### src/rtl/lm07_pkg.sv
// Shared constants and state encoding for the LM07 serial-interface responder.
package lm07_pkg;
    localparam int TEMP_W = 13;
    localparam int FRAME_BITS = 16;
    localparam logic [2:0] PAD_BITS = 3'b111;
    localparam int FRAME_W = TEMP_W + 3;
    localparam int CNT_W = $clog2(FRAME_BITS + 1);

    typedef enum logic [1:0] {
        IDLE  = 2'd0,
        SHIFT = 2'd1,
        DONE  = 2'd2
    } state_e;
endpackage

### src/rtl/sync_edge_det.sv
// Multi-flop synchroniser for an idle-high asynchronous pin, with rise/fall pulses.
module sync_edge_det #(
    parameter int SYNC_STAGES = 2
) (
    input  logic clk,
    input  logic rst_n,
    input  logic pin_i,
    output logic level_o,
    output logic rise_o,
    output logic fall_o
);
    logic [SYNC_STAGES-1:0] sync_q;
    logic                   hist_q;

    always_ff @(posedge clk or negedge rst_n) begin
        if (!rst_n) begin
            sync_q <= '1;
            hist_q <= 1'b1;
        end else begin
            sync_q[0] <= pin_i;
            for (int i = 1; i < SYNC_STAGES; i++) begin
                sync_q[i] <= sync_q[i-1];
            end
            hist_q <= sync_q[SYNC_STAGES-1];
        end
    end

    assign level_o = sync_q[SYNC_STAGES-1];
    assign rise_o  = sync_q[SYNC_STAGES-1] & ~hist_q;
    assign fall_o  = ~sync_q[SYNC_STAGES-1] & hist_q;
endmodule

### src/rtl/lm07_sio_responder.sv
// LM07-style 3-wire responder: shifts {temperature, 3'b111} MSB-first to the host.
//
// state | meaning
// IDLE  | deselected, waiting for chip-select to fall
// SHIFT | driving SIO, advancing one bit per serial-clock fall
// DONE  | all bits sent, SIO released, waiting for deselect
module lm07_sio_responder
    import lm07_pkg::*;
#(
    parameter int SYNC_STAGES = 2
) (
    input  logic              clk,
    input  logic              rst_n,
    input  logic              cs_n_pin,
    input  logic              sck_pin,
    input  logic [TEMP_W-1:0] temp_in,
    input  logic              temp_valid,
    output logic              sio_out,
    output logic              sio_oe,
    output logic              frame_done,
    output logic              busy
);
    state_e             state_q;
    logic [FRAME_W-1:0] shift_q;
    logic [CNT_W-1:0]   bit_cnt_q;
    logic [TEMP_W-1:0]  shadow_q;
    logic [TEMP_W-1:0]  pending_q;
    logic               pend_vld_q;
    logic               sio_oe_q;
    logic               frame_done_q;
    logic               busy_q;

    logic cs_level, cs_rise, cs_fall;
    logic sck_level_unused, sck_rise_unused, sck_fall;
    logic start, end_frame;

    sync_edge_det #(.SYNC_STAGES(SYNC_STAGES)) u_cs_sync (
        .clk     (clk),
        .rst_n   (rst_n),
        .pin_i   (cs_n_pin),
        .level_o (cs_level),
        .rise_o  (cs_rise),
        .fall_o  (cs_fall)
    );

    sync_edge_det #(.SYNC_STAGES(SYNC_STAGES)) u_sck_sync (
        .clk     (clk),
        .rst_n   (rst_n),
        .pin_i   (sck_pin),
        .level_o (sck_level_unused),
        .rise_o  (sck_rise_unused),
        .fall_o  (sck_fall)
    );

    assign start     = (state_q == IDLE) & cs_fall & ~cs_rise;
    assign end_frame = cs_rise & busy_q;

    always_ff @(posedge clk or negedge rst_n) begin
        if (!rst_n) begin
            state_q      <= IDLE;
            shift_q      <= '0;
            bit_cnt_q    <= '0;
            sio_oe_q     <= 1'b0;
            frame_done_q <= 1'b0;
            busy_q       <= 1'b0;
        end else begin
            frame_done_q <= 1'b0;
            // Deselect always wins, including against a simultaneous clock fall.
            if (cs_rise) begin
                state_q  <= IDLE;
                sio_oe_q <= 1'b0;
                busy_q   <= 1'b0;
            end else begin
                case (state_q)
                    IDLE: begin
                        if (cs_fall) begin
                            shift_q   <= {shadow_q, PAD_BITS};
                            bit_cnt_q <= '0;
                            sio_oe_q  <= 1'b1;
                            busy_q    <= 1'b1;
                            state_q   <= SHIFT;
                        end
                    end
                    SHIFT: begin
                        if (sck_fall && !cs_level) begin
                            shift_q   <= {shift_q[FRAME_W-2:0], 1'b0};
                            bit_cnt_q <= bit_cnt_q + CNT_W'(1);
                            if (bit_cnt_q == CNT_W'(FRAME_BITS - 1)) begin
                                sio_oe_q     <= 1'b0;
                                frame_done_q <= 1'b1;
                                state_q      <= DONE;
                            end
                        end
                    end
                    DONE: begin
                        state_q <= DONE;
                    end
                    default: state_q <= IDLE;
                endcase
            end
        end
    end

    // Samples arriving mid-frame are parked and folded in as busy falls.
    always_ff @(posedge clk or negedge rst_n) begin
        if (!rst_n) begin
            shadow_q   <= '0;
            pending_q  <= '0;
            pend_vld_q <= 1'b0;
        end else if (temp_valid) begin
            if (start || (busy_q && !end_frame)) begin
                pending_q  <= temp_in;
                pend_vld_q <= 1'b1;
            end else begin
                shadow_q   <= temp_in;
                pend_vld_q <= 1'b0;
            end
        end else if (end_frame && pend_vld_q) begin
            shadow_q   <= pending_q;
            pend_vld_q <= 1'b0;
        end
    end

    assign sio_out    = shift_q[FRAME_W-1];
    assign sio_oe     = sio_oe_q;
    assign frame_done = frame_done_q;
    assign busy       = busy_q;
endmodule

### config.mk
export PLATFORM = sky130hd
export DESIGN_NAME = lm07_sio_responder
export DESIGN_NICKNAME = d
export VERILOG_FILES = /design/src/rtl/lm07_pkg.sv /design/src/rtl/sync_edge_det.sv /design/src/rtl/lm07_sio_responder.sv
export SDC_FILE = /design/constraint.sdc
export NUM_CORES = 1
export LEC_CHECK = 0
export ABC_AREA = 1
export CORE_ASPECT_RATIO = 1.4
export CORE_MARGIN = 10
export CORE_UTILIZATION = 46
export CTS_CLUSTER_SIZE = 14
export DETAILED_ROUTE_END_ITERATION = 7
export PLACE_DENSITY = 0.68
export SLEW_MARGIN = 10
export SYNTH_ARGS = -nofsm -noshare
export SYNTH_HDL_FRONTEND = slang
export SYNTH_SLANG_ARGS = --single-unit
### constraint.sdc
create_clock -name clk -period 1.75 [get_ports clk]
set_clock_uncertainty 0.2 [all_clocks]
set_input_delay 0.2625 -clock clk [delete_from_list [all_inputs] [get_ports clk]]
set_output_delay 0.2625 -clock clk [all_outputs]
set_load 0.05 [all_outputs]
-- Word level (Yosys, flattened, before mapping)
Cells that the tools add are included.
- output and inout bits: 4
- register bits after elaboration: 59
- input bits: 18
- add/subtract/negate cells: 1
- reductions and logical operators: 18
- equality and inequality tests: 9
- bitwise gates (word level): 10
- mux-type cells: 28
- operators by type and width (operator ; number):
    $mux 13 ; 3
    $mux 16 ; 2
    $pmux 16 s2 ; 1
    $mux 1 ; 13
    $mux 5 ; 2
    $pmux 5 s2 ; 1
    $ne 3x3->1 const B ; 3
    $mux 2 ; 4
    $reduce_and 4->1 ; 2
    $reduce_bool 2->1 ; 4
    $and 1x1->1 ; 6
    $ne 2x2->1 const B ; 3
    $pmux 2 s3 ; 1
    $reduce_and 2->1 ; 3
    $add 5x1->5 const B ; 1
    $eq 5x4->1 const B ; 1
    $not 1->1 ; 4
    $logic_and 1x1->1 ; 3
    $reduce_and 3->1 ; 1
    $reduce_bool 3->1 ; 1
    $eq 2x1->1 const B ; 1
    $eq 2x2->1 const B ; 1
    $logic_not 1->1 ; 2
    $logic_not 2->1 ; 1
    other kinds (2) ; 2

-- Depth between registers and ports, before layout
Gate-level depths: netlist (run 1).
- depth in word-level cells: 8
- gate-level depth with buffers: 10

-- Cells and area by module
From an unflattened synthesis (run 1), not the netlist that was laid out.
- cells, all modules: 308
- area total of the unflattened synthesis: 2707.6 um^2
- modules (own cells, without submodules) (module ; area an instance (um^2) ; instances ; cells an instance):
    lm07_sio_responder ; 2519.9 ; 1 ; 294
    sync_edge_det ; 93.8 ; 2 ; 7

-- Least setup slack after synthesis (run 1)
Ideal clock, no wire load.
- path kind: register to register
- start point: register u_cs_sync.hist_q
- end point: register shift_q[7]
- library setup time: 119 ps
- data arrival time: 1449 ps
- period minus slack after synthesis: 1768 ps
- setup slack: -18 ps
- required time: 1431 ps
- path buffers: 2
- stages on the path, launching flop included: 11
- path through: dfstp_2 -> inv_1 -> ha_1 -> buf_6 -> nor2_8 -> nand2_4 -> nand2_2 -> nand2_4 -> buf_6 -> nand2_1 -> o21ai_2
- cells in the longest elaborated chain, start to end: 4
- elaborated cells between the ends (all ways): 6
- classes of those cells: eq/ne (1); bitwise (4); reduce/logical (1)
- ends and longest elaborated chain (what ; RTL line ; source):
    from (decl) ; sync_edge_det.sv:13 ; logic hist_q;
    from (signal assigned) ; sync_edge_det.sv:24 ; hist_q <= sync_q[SYNC_STAGES-1];
    branches (longest 3 deep; another with $ne 2x2->1) ; n/a ;
    $reduce_and 4->1 (no source line) * ; n/a ;
    to (signal assigned) ; lm07_sio_responder.sv:77 ; shift_q <= {shadow_q, PAD_BITS};
    to (signal assigned) ; lm07_sio_responder.sv:86 ; shift_q <= {shift_q[FRAME_W-2:0], 1'b0};
    to (decl) ; lm07_sio_responder.sv:24 ; logic [FRAME_W-1:0] shift_q;
Mark *: on every way between the ends.
A chain may end at the register's enable or synchronous reset.

-- Final worst setup path (run 1)
- start point: register u_cs_sync.hist_q
- end point: register shift_q[6]
The elaborated chain is that of the path after synthesis.

==> qor.yml, run 1 <==
status: "complete, but fails checks"
violations: "setup timing"
drtIter0Drc: 93
peakVddDrop_mv: 0.7333
start_util_pct: 47.24
setup_viol: 15
synth_ff_type: "dfrtp_1"
start_kind: "flop"
synth_top_area_share_pct: 45.51
postSynthCellCount: 318
period_minus_slack_ns: 1.774
required_ns: 1.78
cts_made_buffers: 9
drv_slew: 0
grt_pass1_vias: 2223
tns_ns: -0.1601
power.total_mw: 5.950
rsz0062_at_grt: "true"
final-hold-violation-count: 0
gr-total-overflow: 0
dieArea_um2: 9963
gp_congestion: 0.7659
synth-edff-count: 0
crit_type: "flop to flop"
diodes: 0
first_pass_iters: 4
synthToLayoutAreaGrowth_pct: 28.77
drc: 0
synth_nets: 342
share_seq_of_total_power_pct: 37.7
synth.distinct_cells: 26
yosys_warnings: 0
drt-total-wl_um: 5673
busiest_layer: "met2"
drive_gt1_share_pct: 28.53
clk_pin_slew_worst_paths_ns: 0.07
cts_buffer_depth: 2
grt_pass1_wl_um: 9618
share_comb_of_total_power_pct: 43.9
fmax_ghz: 0.5637
met1_usage_pct: 12.87
pin_count: 22
syn_area_um2: 2914
die_y_um: 114.2
std_cell_rows: 34
clk_latency_ns: 0.34
cp-end-kind: "flop"
swShare_pct: 37.59
synth_area_leaders: "dfrtp_1, nand2_1, o21ai_2, nand3_1, dfstp_2"
track_usage_pct: 11.91
finalCritPeriodShare_pct: 101.4
cts_tree: "done"
dpl.hpwl_um: 3867
powerDensity_nw_per_um2: 1586
port_buffers: 21
async_reset_ff_share_pct: 100.0
grt_max_degree: 34
num-fill-cells: 487
internal_power_mw: 3.714
antenna_found_initial: 0
p_sw_mw: 2.236
path_max_fanout: 7
root_buffer: "clkbuf_8"
ys_seq_area_share_pct: 50.92
worst_slew_pin_slew_ns: 0.5360
avgSynthCellArea_um2: 9.164
num-nets-final: 387
ant_nets: 0
ys_ff_latch: 59
vias: 2164
wl_per_cell_um: 12.89
drv_cap: 0
viasPerCell: 4.918
p_clk_share_pct: 18.3
setup_ws_ns: -0.02402
htree_levels: 3
relSlewSlack_pct: 64.27
critPathArrivalTime_ns: 1.80
clock_sinks: 59
synth_top_area_cell: "dfrtp_1"
grt_use_met2_pct: 19.94
hp-class: "primary input to flop"
fp.dieW_um: 87.27
leakagePower_nw: 1.830
grtUsageMet3_pct: 4.487
core_um2: 6168
layout make-up:
class                      count  area, um2  share of cell area, %
sequential                    59       1484                  39.55
inverter                      12      47.55                  1.267
timing repair buffer          51      573.1                  15.27
clock buffer                  14      162.7                  4.335
tap                           72      90.09                  2.401
clock inverter                 2      10.01                 0.2668
multi-input combinational    230       1385                  36.91
cell usage after synthesis, types with 2 or more instances:
master	number
nor2_1	7
nand2_1	126
buf_6	6
buf_2	7
ha_1	6
dfrtp_1	53
o21ai_2	19
inv_1	10
nand2_2	2
dfstp_2	6
nand2_4	5
buf_4	4
o21ai_0	3
inv_2	2
or2_2	3
mux2i_1	13
o21ai_1	2
nand3_1	33
nand4_1	4
critical path, stage by stage (launching register included):
cell,delay [ns]
dfstp_2,0.54
inv_2,0.05
ha_4,0.20
nor2_8,0.10
nand2_4,0.09
nand2_4,0.09
nand2_8,0.09
clkbuf_16,0.17
nand2_1,0.06
o21ai_2,0.05
power groups by stage:
stage	registers, mW	logic (mW)	clock network, mW
after global placement	2.22	2.14	0
after CTS	2.22	2.24	1.12
after floorplan	2.26	1.59	0
after detailed placement	2.24	2.20	0
after global routing	2.32	2.91	1.18
final	2.24	2.62	1.09
through the flow:
stage          utilization [%]  setup slack, ns  std cells  area (um2)  hold WS (ns)
4_1_cts                  57.12        -0.007107        431        3523        0.1153
6_report                 60.83         -0.02402        440        3752        0.1308
3_5_place_dp             53.53         -0.07297        413        3302       0.07941
5_1_grt                  60.83         -0.08502        440        3752        0.1122
3_3_place_gp             53.53         -0.03536        413        3302       0.07086
2_1_floorplan                -         0.008842        318        2923       -0.2331
logic make-up after synthesis:
logic type	Yosys count	synth area share [%]
compound gates	26	6.999
fa+ha+maj	6	2.576
buf+inv	29	6.097
flops	59	50.92
mux	13	4.465
simple gates	185	28.94
path summary, 6_finish.rpt:
kind	startpoint	end	slack (ns)	depth (start not counted)
min	sck_pin	u_sck_sync.sync_q[0]	0.13	1
max in group asynchronous	rst_n	bit_cnt_q[1]	0.54	3
min in group asynchronous	rst_n	busy	0.24	2
min reg2reg	u_sck_sync.sync_q[0]	u_sck_sync.sync_q[1]	0.14	0
max reg2reg	u_cs_sync.hist_q	shift_q[6]	-0.02	9
max	u_cs_sync.hist_q	shift_q[6]	-0.02	9
cells in the final DEF (no fill, tap or decap), types with 3 or more instances in the layout:
cell,instances
clkbuf_8,11
o21ai_2,20
inv_2,3
nand2_1,117
ha_4,3
buf_6,4
nand3_1,33
mux2i_1,13
nor2_1,7
buf_4,19
buf_12,8
inv_1,8
clkdlybuf4s50_1,16
or2_2,3
nand2_2,5
nand2_4,9
nand4_1,4
dfrtp_1,53
dfstp_2,6
clkbuf_1,3
what timing repair did:
action / in CTS / in global routing
gates cloned: 0 / 3
endpoints found under the hold margin: 14 / 0
resized for setup: 8 / 25
setup endpoints to repair: 48 / 50
pin swaps: 0 / 5
hold buffers: 1 / 0
setup buffers: 1 / 6
metal layers:
metal | wire (um) | part of all wire [%]
met1 | 2427 | 43
met2 | 2924 | 52
met3 | 212 | 3.7
met4 | 109 | 1.9
met5 | 0 | 0
registers in the layout (all words and copies together) (netlist names):
name / count
shift_q: 16
pending_q: 13
shadow_q: 13
bit_cnt_q: 5
state_q: 2
u_cs_sync.sync_q: 2
u_sck_sync.sync_q: 2
busy: 1
frame_done: 1
pend_vld_q: 1
sio_oe: 1
u_cs_sync.hist_q: 1
u_sck_sync.hist_q: 1
Note: power is estimated with default switching activity, not from simulation.
==> inputs of run 2 (changes only) <==
- SKIP_LAST_GASP: unset -> 1
==> run 2 against run 1 <==
  * The run still ends with setup timing left
  * First-iteration DRC count up 11%
  * Register-to-register slack better by 0.02 ns
  * Global-route usage unchanged
  * Cell count unchanged
  * Critical path type unchanged
  * Wire length down 0.56%
  * Non-clock buffer count unchanged
  * Sequential share of layout area up 0.13 points
==> qor.yml, run 2 (same netlist as run 1, synthesis figures left out) <==
grt_use_met2_pct: 19.94
num-nets-final: 387
die_y_um: 114.2
worst_slew_pin_slew_ns: 0.5434
leakagePower_nw: 1.832
num-fill-cells: 485
dieArea_um2: 9963
peakVddDrop_mv: 0.7349
viasPerCell: 4.895
share_seq_of_total_power_pct: 37.8
status: "complete, but fails checks"
fp.dieW_um: 87.27
r2r_cells: 9
fin_area_um2: 3740
cts_tree: "done"
drv_slew: 0
setup_ws_ns: -0.009021
start_kind: "flop"
relSlewSlack_pct: 63.78
rsz0062_at_grt: "true"
start_util_pct: 47.24
powerDensity_nw_per_um2: 1585
pin_count: 22
drc: 0
critPathArrivalTime_ns: 1.79
violations: "setup timing"
met1_usage_pct: 12.87
pre_cts_ws_ns: -0.07297
grtUsageMet3_pct: 4.487
synthToLayoutAreaGrowth_pct: 28.34
share_comb_of_total_power_pct: 43.8
drtIter0Drc: 103
largestRegisters: "shift_q: 16 flops, pending_q: 13 flops, shadow_q: 13 flops"
layout_common_cells: "nand2_1, dfrtp_1, nand3_1"
hp-class: "primary input to flop"
wl_per_cell_um: 12.82
period_minus_slack_ns: 1.759
p_sw_mw: 2.225
ant_nets: 0
required_ns: 1.78
std_cell_rows: 34
hold_end: "u_sck_sync.sync_q[0]"
swShare_pct: 37.53
diodes: 0
r2r_end: "shift_q[6]"
regMostFlops: "shift_q"
clk_pin_slew_worst_paths_ns: 0.07
vias: 2154
grt_pass1_vias: 2224
clk_latency_ns: 0.34
p_clk_share_pct: 18.4
dpl.hpwl_um: 3867
finalCritPeriodShare_pct: 100.5
crit_type: "flop to flop"
fmax_ghz: 0.5685
root_buffer: "clkbuf_8"
track_usage_pct: 11.91
busiest_layer: "met2"
rrSetupSlack_ns: -0.009
placed_area_um2: 3302
grt_max_degree: 34
antenna_found_initial: 0
port_buffers: 21
final_common_cell: "nand2_1"
clock_sinks: 59
holdCritStartpoint: "sck_pin"
cts_made_buffers: 9
largest_reg_flops: 16
drv_cap: 0
grt_pass1_wl_um: 9611
gp_congestion: 0.7659
hold_depth: 1
core_um2: 6168
cp-end-kind: "flop"
path_max_fanout: 7
drt-total-wl_um: 5641
drive_gt1_share_pct: 28.53
setup_viol: 4
cts_buffer_depth: 2
first_pass_iters: 4
internal_power_mw: 3.704
final-hold-violation-count: 0
htree_levels: 3
gr-total-overflow: 0
timing.rr.start: "u_cs_sync.hist_q"
-- run 2: worst max path at each step --
| stage | start | to | slack, ns |
|---|---|---|---|
| final | u_cs_sync.hist_q | shift_q[6] | -0.009 |
| after global routing | u_cs_sync.hist_q | shift_q[6] | -0.08 |
| after CTS | u_cs_sync.hist_q | shift_q[8] | -0.02 |
| after detailed placement | u_cs_sync.sync_q[1] | shadow_q[9] | -0.07 |
| after global placement | u_cs_sync.sync_q[1] | shadow_q[0] | -0.04 |
| after floorplan | u_cs_sync.hist_q | shift_q[7] | 0.009 |
-- run 2: power groups by stage --
| stage | logic (mW) | clock network, mW | registers (mW) |
|---|---|---|---|
| 4_1_cts | 2.22 | 1.12 | 2.22 |
| 2_1_floorplan | 1.59 | 0 | 2.26 |
| 3_3_place_gp | 2.14 | 0 | 2.22 |
| 3_5_place_dp | 2.20 | 0 | 2.24 |
| 5_1_grt | 2.89 | 1.18 | 2.31 |
| 6_report | 2.60 | 1.09 | 2.24 |
-- run 2: final cells by class --
cell class / count / area, um2 / share of cell area (%)
Multi-Input combinational cell: 230 / 1373 / 36.70
Sequential cell: 59 / 1484 / 39.68
Clock buffer: 14 / 162.7 / 4.349
Clock inverter: 2 / 10.01 / 0.2676
Tap cell: 72 / 90.09 / 2.409
Inverter: 12 / 47.55 / 1.271
Timing Repair Buffer: 51 / 573.1 / 15.32
-- run 2: through the flow --
| step | utilization (%) | total power, mW | hold WS, ns | std cells | setup TNS [ns] |
|---|---|---|---|---|---|
| after CTS | 56.86 | 5.556 | 0.1153 | 431 | -0.07806 |
| final | 60.63 | 5.929 | 0.1294 | 440 | -0.02219 |
| after global routing | 60.63 | 6.387 | 0.1122 | 440 | -1.290 |
| after detailed placement | 53.53 | 4.435 | 0.07941 | 413 | -1.648 |
| after floorplan | - | 3.843 | -0.2331 | 318 | 0 |
| after global placement | 53.53 | 4.359 | 0.07086 | 413 | -0.3768 |
-- run 2: critical path, stage by stage (launching register included) --
cell	delay (ns)
dfstp_2	0.54
inv_2	0.05
ha_4	0.20
nor2_8	0.10
nand2_4	0.09
nand2_4	0.09
nand2_8	0.09
clkbuf_16	0.17
nand2_1	0.06
o21ai_2	0.05
-- run 2: routing by layer --
| metal | wire [um] | vias up |
|---|---|---|
| li1 | - | 1126 |
| met1 | 2435 | 980 |
| met2 | 2883 | 33 |
| met3 | 213 | 15 |
| met4 | 109 | 0 |
| met5 | 0 | - |
-- run 2: what timing repair did --
item                                   CTS  global route
hold buffers                             1             0
cloned                                   0             3
resized for setup                        3            28
endpoints found under the hold margin   14             0
buffers inserted                         1             6
pin swaps                                0             4
setup endpoints to repair               48            51
==> inputs of run 3 (changes only) <==
- CORE_UTILIZATION: 46 -> 25
- PLACE_DENSITY: 0.68 -> unset
==> run 3 against run 2 <==
  * Utilization fell by 24 points
  * Cell area rose by 12%
  * Die area increased by 65%
  * Sequential share of layout area down 4.4 points
  * Combinational power grew 13%
  * Largest power group unchanged
  * Highest routed layer unchanged
  * Worst setup slack got worse by 0.068 ns
  * First-iteration DRC count shrank 0.97%
  * The flow still finishes with violations (setup timing)
==> qor.yml, run 3 (same netlist as run 1, synthesis figures left out) <==
pin_count: 22
violations: "setup timing"
r2r_end: "shift_q[10]"
critPathArrivalTime_ns: 1.84
first_pass_iters: 4
hold_end: "u_sck_sync.sync_q[0]"
diodes: 0
peakVddDrop_mv: 0.7543
cts_tree: "done"
synthToLayoutAreaGrowth_pct: 44.18
cts_buffer_depth: 2
num-fill-cells: 1133
hp-class: "primary input to flop"
r2r_cells: 9
drv_cap: 0
finalNonFillerCells: 516
ant_nets: 0
finalCritPeriodShare_pct: 104.4
port_buffers: 21
leakagePower_nw: 1.967
gp_congestion: 0.7518
clock_sinks: 59
htree_levels: 3
dpl.hpwl_um: 4029
period_minus_slack_ns: 1.827
worst_slew_pin_slew_ns: 0.3992
vias: 2230
std_cell_rows: 46
setup_ws_ns: -0.07703
dieArea_um2: 16440
die_y_um: 147.7
rrSetupSlack_ns: -0.08
relSlewSlack_pct: 73.39
status: "complete, but fails checks"
rsz0062_at_grt: "true"
cp-end-kind: "flop"
clk_latency_ns: 0.33
start_util_pct: 25.57
cts_made_buffers: 9
hold_depth: 1
grt_max_degree: 44
required_ns: 1.76
drtIter0Drc: 102
crit_type: "flop to flop"
timing.rr.start: "u_cs_sync.hist_q"
gr-total-overflow: 0
path_max_fanout: 8
final_common_cell: "nand2_1"
placed_area_um2: 3432
viasPerCell: 4.322
holdCritStartpoint: "sck_pin"
drc: 0
clk_pin_slew_worst_paths_ns: 0.05
fmax_ghz: 0.5473
largestRegisters: "shift_q: 16 flops, pending_q: 13 flops, shadow_q: 13 flops"
wl_per_cell_um: 12.49
drv_slew: 0
drive_gt1_share_pct: 34.41
num-nets-final: 391
regMostFlops: "shift_q"
core_um2: 11400
powerDensity_nw_per_um2: 1642
antenna_found_initial: 0
grt_pass1_vias: 2246
grt_pass1_wl_um: 10740
fin_area_um2: 4202
drt-total-wl_um: 6447
largest_reg_flops: 16
placedCellCount: 487
track_usage_pct: 7.923
final-hold-violation-count: 0
power.total_mw: 6.899
root_buffer: "clkbuf_16"
setup_viol: 21
start_kind: "flop"
layout_common_cells: "nand2_1, dfrtp_1, nand3_1"
fp.dieW_um: 111.2
==> run 3: cell count changes in the layout (fill, tap and decap cells not counted), moves of 2 or more <==
cell,change
nand2_4,+2
nand3_2,+6
nand2_8,+5
nand3_1,-6
buf_12,+4
o21ai_2,-3
clkbuf_8,-8
buf_4,-2
clkbuf_16,+10
nand2_2,+9
nand2_1,-15
buf_6,-3
==> run 3: what timing repair did <==
| item | CTS | global route |
|---|---|---|
| hold buffers | 1 | 0 |
| endpoints found under the hold margin | 16 | 0 |
| buffers inserted | 3 | 3 |
| endpoints found under the setup margin | 46 | 50 |
| gates cloned | 3 | 3 |
| resized for setup | 9 | 52 |
| pin swaps | 5 | 11 |
==> run 3: stage by stage <==
stage	util, %	setup slack [ns]	hold slack (ns)	setup TNS (ns)
2_1_floorplan	-	0.008842	-0.2331	0
3_3_place_gp	30.12	-0.02683	0.01094	-0.3141
3_5_place_dp	30.12	-0.06208	0.01460	-1.198
4_1_cts	33.95	-0.03288	0.1287	-0.4311
5_1_grt	36.87	-0.1490	0.1345	-4.413
6_report	36.87	-0.07703	0.1392	-1.284
==> run 3: worst max-delay path, stage by stage, from the launching register on <==
cell	delay, ns
dfstp_2	0.54
inv_2	0.05
ha_4	0.20
nor2_8	0.16
nand2_8	0.10
nand2_8	0.08
nand2_8	0.11
clkbuf_16	0.19
nand2_2	0.05
o21ai_1	0.05
==> run 3: worst max path at each step <==
stage	from	to	slack (ns)	cells after the start
3_5_place_dp	u_cs_sync.sync_q[1]	shadow_q[8]	-0.06	7
5_1_grt	u_cs_sync.hist_q	shift_q[10]	-0.15	9
6_report	u_cs_sync.hist_q	shift_q[10]	-0.08	9
4_1_cts	u_cs_sync.sync_q[1]	shift_q[0]	-0.03	9
3_3_place_gp	u_cs_sync.sync_q[1]	shadow_q[5]	-0.03	5
2_1_floorplan	u_cs_sync.hist_q	shift_q[7]	0.009	10
==> run 3: layer usage <==
metal	global-route usage (%)	vias up	share of wire (%)
met5	0	-	0
met4	4.446	0	2.4
met3	2.106	10	2.4
met2	13.57	23	53
met1	8.657	1061	42
li1	-	1136	-
==> run 3: final cells by class <==
type / instances / area, um2 / area share, %
well taps: 144 / 180.2 / 4.288
multi-input cells: 232 / 1534 / 36.51
flip-flops and latches: 59 / 1484 / 35.32
clock buffers: 14 / 274.0 / 6.522
inverters: 12 / 47.55 / 1.132
clock inverters: 2 / 10.01 / 0.2382
repair buffers: 53 / 671.9 / 15.99
==> run 3: where the power goes <==
part,internal (mW),total [mW],switching (mW)
Sequential,1.90,2.29,0.390
Clock,1.07,1.66,0.592
Combinational,1.41,2.95,1.54
==> RTL edit (settings of run 1) <==
Make the reset (`rst_n`) synchronous in 3 clocked blocks. Comments in the files are not updated.
--- a/src/rtl/sync_edge_det.sv
+++ b/src/rtl/sync_edge_det.sv
@@ -12,7 +12,7 @@
     logic [SYNC_STAGES-1:0] sync_q;
     logic                   hist_q;
 
-    always_ff @(posedge clk or negedge rst_n) begin
+    always_ff @(posedge clk) begin
         if (!rst_n) begin
             sync_q <= '1;
             hist_q <= 1'b1;
--- a/src/rtl/lm07_sio_responder.sv
+++ b/src/rtl/lm07_sio_responder.sv
@@ -55,7 +55,7 @@
     assign start     = (state_q == IDLE) & cs_fall & ~cs_rise;
     assign end_frame = cs_rise & busy_q;
 
-    always_ff @(posedge clk or negedge rst_n) begin
+    always_ff @(posedge clk) begin
         if (!rst_n) begin
             state_q      <= IDLE;
             shift_q      <= '0;
@@ -102,7 +102,7 @@
     end
 
     // Samples arriving mid-frame are parked and folded in as busy falls.
-    always_ff @(posedge clk or negedge rst_n) begin
+    always_ff @(posedge clk) begin
         if (!rst_n) begin
             shadow_q   <= '0;
             pending_q  <= '0;
Check against the original RTL: differs if rst_n is asserted again (counterexample within 4 cycles, from zero or initial values and one cycle with rst_n low); with rst_n held inactive, the same outputs for 10 cycles.
==> RTL edit against run 1 <==
- sequential cell count is the same
- final cell count grew 6.4%
- critical endpoint is now shift_q[2]$_SDFFE_PN0P_
- routed wire length shrank 4.9%
- non-clock buffer count shrank 19
- final area shrank 13%
- area after synthesis shrank 6.9%
- sequential share of layout area shrank 3.3 points
- worst setup slack gained 140 ps
- count of clock-buffer cells in the layout shrank 2
Power is not compared: it rests on default switching activity, and its combinational part moved more than twofold at a synthesized area within 25%.
==> RTL edit: results (changes against run 1) <==
Min-Delay Endpoint: u_sck_sync.sync_q[1]$_SDFF_PN1_ (was u_sck_sync.sync_q[0]$_DFF_PN1_)
placed inst area: 3020 um2 (was 3300 um2)
Placed Instances: 454 (was 413)
CP delay by family, top: simple AND/OR/NAND/NOR gates (was flip-flops)
slowest CP cell: dfxtp_1 (was dfstp_2)
post-synthesis mux area share: 0.0479 (was 0.0447)
GPL Wtd Cong: 0.823 (was 0.766)
syn_nets: 394 (was 342)
Commonest cells post-synth: 94 x nand2_1, 70 x nor2_1, 59 x dfxtp_1, 37 x nand3_1, 22 x a21oi_1 (was 126 x nand2_1, 53 x dfrtp_1, 33 x nand3_1, 19 x o21ai_2, 13 x mux2i_1)
crit-path max FO: 16 (was 7)
R2R depth: 8 (was 9)
Clk Latency, worst-skew pair: 320 ps (was 340 ps)
Synth area leaders: dfxtp_1 44%, nand2_1 13%, nor2_1 9.7%, nand3_1 6.8%, mux2i_1 4.8% (was dfrtp_1 46%, nand2_1 16%, o21ai_2 5.7%, nand3_1 5.7%, dfstp_2 5.4%)
final std cells w/o fill: 468 (was 440)
Synth Area in Adders: 0.0184 (was 0.0258)
Worst EP arrival: 1650 ps (was 1800 ps)
count of unique library cells instantiated by Yosys: 25 (was 26)
dpl ws: 0.433 ps (was -73.0 ps)
Hold Startpoint: u_sck_sync.sync_q[0]$_SDFF_PN1_ (was sck_pin)
Rel. slew slack: 0.821 (was 0.643)
Hold Crit Class: reg -> reg (was in -> reg)
Iter 0 DRT Violations: 193 (was 93)
Critical R2R Launch: state_q[1]$_SDFFE_PP0P_ (was u_cs_sync.hist_q$_DFF_PN1_)
Hold Worst Slack: 213 ps (was 131 ps)
vias in the first global route: 2316 (was 2223)
status: complete, no violations (was finished, violations left)
dominant synthesized flop cell: dfxtp_1 (was dfrtp_1)
-- RTL edit: changes by cell type after synthesis, moves of 13 or more --
cell / before / now
dfrtp_1: 53 / 0
o21ai_2: 19 / 0
a21boi_0: 0 / 13
nor2_1: 7 / 70
nand2_1: 126 / 94
a21oi_1: 1 / 22
dfxtp_1: 0 / 59
-- RTL edit: worst max path at each step --
| stage | startpoint | end | slack (ps) | depth (start not counted) |
|---|---|---|---|---|
| 2_1_floorplan | state_q[1]$_SDFFE_PP0P_ | shift_q[10]$_SDFFE_PN0P_ | 110 | 10 |
| 3_3_place_gp | temp_valid | shadow_q[10]$_SDFFE_PN0P_ | 30 | 6 |
| 3_5_place_dp | state_q[0]$_SDFFE_PP0P_ | pending_q[6]$_SDFFE_PN0P_ | 0.4 | 7 |
| 4_1_cts | state_q[1]$_SDFFE_PP0P_ | shift_q[2]$_SDFFE_PN0P_ | 40 | 9 |
| 5_1_grt | state_q[1]$_SDFFE_PP0P_ | shift_q[5]$_SDFFE_PN0P_ | -3 | 8 |
| 6_report | state_q[1]$_SDFFE_PP0P_ | shift_q[2]$_SDFFE_PN0P_ | 120 | 8 |
-- RTL edit: routing by layer --
layer  global-route usage  wire length, um
met3               0.0265              164
met2                0.196             2560
met4               0.0562               84
met1                0.135             2580
met5                    0                0
-- RTL edit: repair_timing --
item / in CTS / in global routing
resized for setup: 1 / 9
endpoints found under the setup margin: 1 / 41
hold buffers: 0 / 0
pin swaps: 0 / 1
-- RTL edit: final cells by class --
type	instances	area, um2
Clock inverter	2	35.0
Sequential cell	59	1180
Clock buffer	12	165
Multi-Input combinational cell	274	1350
Tap cell	70	87.6
Fill cell	562	2530
Timing Repair Buffer	32	353
Inverter	19	78.8
